--- src/rtl/stack_ctrl.sv ---
// stack_ctrl: operand-stack sequencer for the stack-machine CPU.
//
// Top-of-stack lives in a register (tos). The DEPTH-1 entries under it live in a
// synchronous-read RAM, packed at ram[0..count-2], with ram[count-2] being the entry
// directly under TOS. A pop with count>=2 starts a RAM read and spends one REFILL
// cycle (ready=0) loading the new TOS from the read data.
//
// Optional feature: define STACK_ZERO_EN to enable the combinational zero flag
// (TOS==0 with a non-empty stack). Without it the zero port is tied low.
//
// Ports:
//   clk, rst        clock (rising edge), asynchronous active-high reset
//   push, pop, din  operation strobes and push data, honoured only while ready=1
//   dout            current TOS (0 when empty)
//   ready           1 when the sequencer accepts operations (IDLE)
//   count           number of valid entries, 0..DEPTH
//   empty, full     count==0, count==DEPTH
//   overflow        sticky: push while full (without pop)
//   underflow       sticky: pop while empty
//   zero            TOS==0 and stack non-empty (only with STACK_ZERO_EN)
module stack_ctrl #(
    parameter int WIDTH = 8,
    parameter int DEPTH = 16,
    localparam int CNT_W = $clog2(DEPTH) + 1
) (
    input  logic             clk,
    input  logic             rst,
    input  logic             push,
    input  logic             pop,
    input  logic [WIDTH-1:0] din,
    output logic [WIDTH-1:0] dout,
    output logic             ready,
    output logic [CNT_W-1:0] count,
    output logic             empty,
    output logic             full,
    output logic             overflow,
    output logic             underflow,
    output logic             zero
);

    localparam int AW = $clog2(DEPTH);

    typedef enum logic {IDLE, REFILL} state_t;

    state_t           state, state_d;
    logic [WIDTH-1:0] tos, tos_d;
    logic [CNT_W-1:0] count_d;
    logic             ovf_d, unf_d;
    logic             ram_we, ram_re;
    logic [AW-1:0]    wr_addr, rd_addr;
    logic [WIDTH-1:0] rd_data;
    logic [WIDTH-1:0] ram [0:DEPTH-2];

    assign empty = (count == '0);
    assign full  = (count == CNT_W'(DEPTH));
    assign ready = (state == IDLE);
    // tos is forced to 0 whenever the stack drains, so dout needs no extra masking.
    assign dout  = tos;

    // Old TOS goes to the slot just above the current RAM top; the read fetches
    // next-under-TOS, which becomes TOS once the pop has decremented count.
    assign wr_addr = AW'(count - CNT_W'(1));
    assign rd_addr = AW'(count - CNT_W'(2));

`ifdef STACK_ZERO_EN
    assign zero = (tos == '0) && !empty;
`else
    assign zero = 1'b0;
`endif

    always_comb begin
        state_d = state;
        tos_d   = tos;
        count_d = count;
        ovf_d   = overflow;
        unf_d   = underflow;
        ram_we  = 1'b0;
        ram_re  = 1'b0;
        case (state)
            IDLE: begin
                if (push && pop) begin
                    // Replace TOS; on an empty stack this degrades to a push.
                    tos_d = din;
                    if (empty) begin
                        count_d = CNT_W'(1);
                        unf_d   = 1'b1;
                    end
                end else if (push) begin
                    if (full) begin
                        ovf_d = 1'b1;
                    end else begin
                        ram_we  = !empty;
                        tos_d   = din;
                        count_d = count + CNT_W'(1);
                    end
                end else if (pop) begin
                    if (empty) begin
                        unf_d = 1'b1;
                    end else if (count == CNT_W'(1)) begin
                        tos_d   = '0;
                        count_d = '0;
                    end else begin
                        ram_re  = 1'b1;
                        count_d = count - CNT_W'(1);
                        state_d = REFILL;
                    end
                end
            end
            REFILL: begin
                // Strobes are ignored here; the requester holds them until ready.
                tos_d   = rd_data;
                state_d = IDLE;
            end
            default: state_d = IDLE;
        endcase
    end

    always_ff @(posedge clk or posedge rst) begin
        if (rst) begin
            state     <= IDLE;
            tos       <= '0;
            count     <= '0;
            overflow  <= 1'b0;
            underflow <= 1'b0;
        end else begin
            state     <= state_d;
            tos       <= tos_d;
            count     <= count_d;
            overflow  <= ovf_d;
            underflow <= unf_d;
        end
    end

    // Storage array: no reset, every location is written before it is read.
    always_ff @(posedge clk) begin
        if (ram_we) ram[wr_addr] <= tos;
        if (ram_re) rd_data <= ram[rd_addr];
    end

endmodule
--- config.mk ---
export PLATFORM = sky130hd
export DESIGN_NAME = stack_ctrl
export DESIGN_NICKNAME = d
export VERILOG_FILES = /design/src/rtl/stack_ctrl.sv
export SDC_FILE = /design/constraint.sdc
export NUM_CORES = 1
export LEC_CHECK = 0
export CAP_MARGIN = 20
export CORE_UTILIZATION = 50
export CTS_CLUSTER_SIZE = 8
export DETAILED_ROUTE_END_ITERATION = 10
export PLACE_DENSITY = 0.68
export SYNTH_ARGS = -nofsm -noshare
export SYNTH_HDL_FRONTEND = slang
export SYNTH_SLANG_ARGS = --single-unit
--- constraint.sdc ---
create_clock -name clk -period 3.58 [get_ports clk]
set_clock_uncertainty 0.1 [all_clocks]
set_input_delay 0.358 -clock clk [delete_from_list [all_inputs] [get_ports clk]]
set_output_delay 0.358 -clock clk [all_outputs]
set_load 0.05 [all_outputs]
Word level (Yosys, flattened, before mapping)
Memory sizes are Yosys's and may differ from the RTL's. A register that Yosys moved wholly into a read port is not among the register bits.
Index checks and enable logic that the tools add are counted.
{ "classes": {"addsub": 3, "eq_ne": 10, "mux": 31, "n_bitwise": 2, "n_reduce_logical": 9} }
{ "ops": {"columns": ["cell", "count"], "rows": [
  ["8-bit 2-to-1 mux", 6],
  ["5-bit 2-to-1 mux", 7],
  ["1-bit 2-to-1 mux", 16],
  ["8-bit one-hot mux with 2 select lines", 1],
  ["4-bit by 3-bit inequality test with 1-bit output (second input constant)", 3],
  ["4-bit AND reduction", 2],
  ["3-bit by 2-bit inequality test with 1-bit output (second input constant)", 2],
  ["5-bit by 1-bit adder with 5-bit output (second input constant)", 1],
  ["5-bit by 1-bit == test with 1-bit output (second input constant)", 1],
  ["5-bit == test (second input constant)", 1],
  ["5-bit logical NOT", 1],
  ["5-bit AND reduction", 1],
  ["5-bit by 1-bit subtractor with 5-bit output (second input constant)", 1],
  ["4-bit by 2-bit inequality test with 1-bit output (second input constant)", 1],
  ["4-bit by 2-bit subtractor with 4-bit output (second input constant)", 1],
  ["3-bit AND reduction", 1],
  ["3-bit nonzero test", 1],
  ["2-bit by 1-bit inequality test with 1-bit output (second input constant)", 1],
  ["2-bit inequality test (second input constant)", 1],
  ["1-bit inverter", 2],
  ["1-bit one-hot mux with 2 select lines", 1],
  ["2-bit nonzero test", 1],
  ["1-bit logical AND", 1],
  ["1-bit logical NOT", 1]
]} }
{ "word_totals": {"register_bits": 16, "ramBits": 120, "inputBits": 12, "out_inout_bits": 19, "word_cells": 61, "memories": 1} }
{ "memory_table": {"columns": ["memory", "words", "word_bits", "read_ports", "rd_ports_with_merged_regs", "wr", "line_no", "text"], "rows": [
  ["ram", 15, 8, 1, 1, 1, "52", "logic [WIDTH-1:0] ram [0:DEPTH-2];"]
]} }

Longest topological paths before layout
{ "logic_depth": {"depth_word": 8, "ltp_mapped": 11, "depth_no_buf": 6} }

Worst setup path before layout
No wires, ideal clock.
{ "synth_timing": {"path_type": "flip-flop to flip-flop", "startpoint": "reg count[1]", "endpoint": "reg rd_data[1] (read register of ram) (data pin)", "setup_ps": 262, "arrival_time_ps": 2737, "required_ps": 3218, "path_slack_ps": 481, "stages_incl_launch_ff": 10, "n_path_buf": 4, "synth_period_minus_slack_ps": 3099, "path_cell_list": "dfrtp_1 buf_2 clkbuf_1 inv_1 ha_1 clkbuf_1 clkbuf_1 mux4_2 a211oi_1 a21oi_1"} }
{ "synth_between": {"elab_chain_cells": 7, "word_cells_on_any_way": 9, "classes_between": "add/sub (1); eq/ne (1); mux (6); reduce/logical (1)"} }
{ "synth_rtl": {"columns": ["element", "line_no", "text"], "rows": [
  ["from (decl)", "33", "output logic [CNT_W-1:0] count,"],
  ["from (signal assigned)", "128", "count <= count_d;"],
  ["5-bit by 1-bit == test with 1-bit output", "99", "end else if (count == CNT_W'(1)) begin"],
  ["1-bit 2-to-1 mux", "99", null],
  ["1-bit 2-to-1 mux", "97", "if (empty) begin"],
  ["1-bit 2-to-1 mux", "96", "end else if (pop) begin"],
  ["1-bit 2-to-1 mux", "88", "end else if (push) begin"],
  ["1-bit 2-to-1 mux", "81", "if (push && pop) begin"],
  ["1-bit 2-to-1 mux", "79", "case (state)"],
  ["to (decl)", "51", "logic [WIDTH-1:0] rd_data;"]
]} }
Several ways; a longest one is shown, not always the timed one.
A chain may end at the register's enable or synchronous reset.

Final worst setup path
{ "layout_timing": {"startpoint": "reg count[0]", "endpoint": "out full"} }
{ "layout_between": {"elab_chain_cells": 1} }
{ "layout_rtl": {"columns": ["element", "line_no", "text"], "rows": [
  ["5-bit == test", "55", "assign full = (count == CNT_W'(DEPTH));"],
  ["to (decl)", "35", "output logic full,"]
]} }
Every way passes these cells.

==> results.yml <==
job:
  maxCapViolCount: 0
logic_synthesis:
  synthesis.area_um2: 6100
  synth_cells: 369
  yosysSeqAreaShare_pct: 69.5
  synth_seq_cells: 144
  ys_warn_count: 0
  synth_top_flop_cell: "edfxtp_1"
  syn_nets: 389
  synth_edf_count: 128
  synth.avg_cell_area_um2: 16.5
  synth-async-reset-ratio_pct: 11.1
  synth_largest_area_cell: "edfxtp_1"
  yosysUniqueCellTypes: 51
  synth_area_leaders: "edfxtp_1 63%, mux4_2 8.9%, dfrtp_1 6.6%"
  synth_top_area_share_pct: 63.0
grt:
  grt_pass1_vias: 3448
  grt_pass1_wl_um: 20800
  grt_max_degree: 37
  overflow: 0
  grtUsageTotal_pct: 23.5
  antenna_found_initial: 0
sta:
  setup_viol: 0
  fmaxAchievable_mhz: 336
  tightest_slew_ps: 692
  fin_crit_ps: 2980
  finalCritPeriodShare_pct: 83.1
  fin_setup_tns_ps: 0
  rsz0062_at_grt: "false"
  fin_ws_ps: 604
  finalMaxSlewViolations: 0
  slew_headroom_pct: 53.7
  hold_viol: 0
  hold_ws_ps: 249
placed_design:
  dpl_cell_area_um2: 6550
  dp_worst_setup_slack_ps: 514
  place.gp.congestion: 0.843
  dp_hpwl_um: 9000
  portBuffers: 29
pwr:
  vdd_drop_max_mv: 0.478
  power_density_nw_per_um2: 934
  power.static_leakage_nw: 2.46
critical_path:
  start_kind: "flop"
  end_kind: "output port"
  critPathKind: "reg -> out"
  worstPathRequired_ps: 3120
  worst_ep_arrival_time_ps: 2520
  crit_fanout: 7
cts:
  hold_buffers: 0
  clk_latency_ps: 410
  clock-sinks: 144
  clk_root_buffer_cell: "clkbuf_16"
  clkTransAtPathRegs_ps: 60
  cts_tree: "built"
  h-tree-depth: 4
  cts_buffers: 17
  clockBufferDepth: 2
  postCtsSetupRepairBufs: 0
  ctsResizeCount: 0
drt:
  wl_um: 13600
  drt_iter0_drc: 356
  wl_per_cell_um: 24.1
  drtPass1Iterations: 4
  route.detailed.drc: 0
  viasPerCell: 6.09
  ant_nets: 0
  vias: 3442
final_layout:
  final_core_util_pct: 61.0
  antenna_cells: 0
  regArea_um2: 4250
  fin_area_um2: 7120
  multi_input_area_um2: 1690
  final_nets: 429
  layout-drive-gt1-share_pct: 18.5
  fillerInstances: 848
  area_delta_synth_final_pct: 16.6
floorplanning:
  dieHeight_um: 112
  initial_core_util_pct: 52.3
  io_pins: 31
  die_area_um2: 12700
  dieWidth_um: 112
  core_area_um2: 11700
  row_count: 39
worst_hold_path:
  hold_path_class: "in -> async"
run_status:
  status: "finished clean"
[routing by layer]
layer	global-route usage [%]	wire, µm
met2	36.3	6480
met5	0	0
met4	8.18	170
met1	32.9	6130
met3	5.72	822
[power breakdown]
group	internal, mW	switching [mW]	leakage, nW
clock	1.08	0.624	0.281
sequential	2.24	0.135	1.35
combinational	0.951	1.62	0.836
[critical path: stages, from the launching register on]
cell and delay, ps:
dfrtp_2 400, inv_1 180, ha_1 330, and4bb_2 370, clkdlybuf4s50_1 830
[cell usage after synthesis (all sizes together) (3+ instances only)]
library cell	count
edfxtp	128
a21oi	23
mux4	24
nand2	11
a21o	3
xnor2	4
inv	11
dfrtp	16
nor2	30
ha	8
clkbuf	7
nand2b	3
and2	3
a211oi	17
o21ai	10
buf	15
a2bb2oi	8
mux2i	17
a31oi	4
[final cells by class]
type / count / share of cell area [%]
Timing Repair Buffer: 43 / 5.52
Clock inverter: 7 / 1.23
Inverter: 11 / 0.580
Tap cell: 143 / 2.51
Clock buffer: 25 / 6.82
Sequential cell: 144 / 59.6
Multi-Input combinational cell: 192 / 23.7
[state kept, by name, indices dropped and copies added (netlist names)]
signal,count
dout,8
overflow,1
count,5
state,1
underflow,1
rd_data,8
ram,120
[worst paths after layout]
kind | from | to | slack [ps] | cells past startpoint
setup / recovery | count[0] | full | 600 | 4
hold / removal | rst | count[4] | 250 | 2
min in group clk | underflow | underflow | 370 | 1
max in group asynchronous | rst | count[0] | 2650 | 2
setup reg to reg | count[1] | ram[10][5] | 890 | 6
hold reg to reg | underflow | underflow | 370 | 1
[stage by stage]
step / power [mW] / cells
finish: 6.65 / 565
global route: 6.95 / 565
CTS: 6.67 / 565
detailed placement: 4.97 / 533
global placement: 4.95 / 533
floorplan: 4.16 / 369
[logic make-up (layout without fill, tap and decap cells)]
kind of cell	after synthesis	count (layout)	synth area share [%]
buffers and inverters	33	86	2.85
AO/OA/AOI/OAI	75	75	8.32
XOR/XNOR	6	6	0.861
multiplexers	41	41	11.6
flip-flops	144	144	69.5
AND/OR/NAND/NOR	61	61	5.10
other	1	1	0.0614
adder cells (fa/ha/maj)	8	8	1.64
[cells in the final DEF (no fill, tap or decap), drive strengths merged, types with 2 or more instances in the layout]
| cell | n |
|---|---|
| clkbuf | 25 |
| nand4 | 2 |
| bufinv | 2 |
| nand2b | 3 |
| nor2 | 30 |
| mux2i | 17 |
| and2 | 3 |
| dfrtp | 16 |
| nand2 | 11 |
| clkinv | 4 |
| xnor2 | 4 |
| ha | 8 |
| buf | 15 |
| a31oi | 4 |
| nand3 | 2 |
| or4b | 2 |
| edfxtp | 128 |
| mux4 | 24 |
| a2bb2oi | 8 |
| a211oi | 17 |
| a21boi | 2 |
| a21oi | 23 |
| inv | 11 |
| a21o | 3 |
| xor2 | 2 |
| o21ai | 10 |
| clkdlybuf4s50 | 28 |
Note: power is estimated with default switching activity, not from simulation.
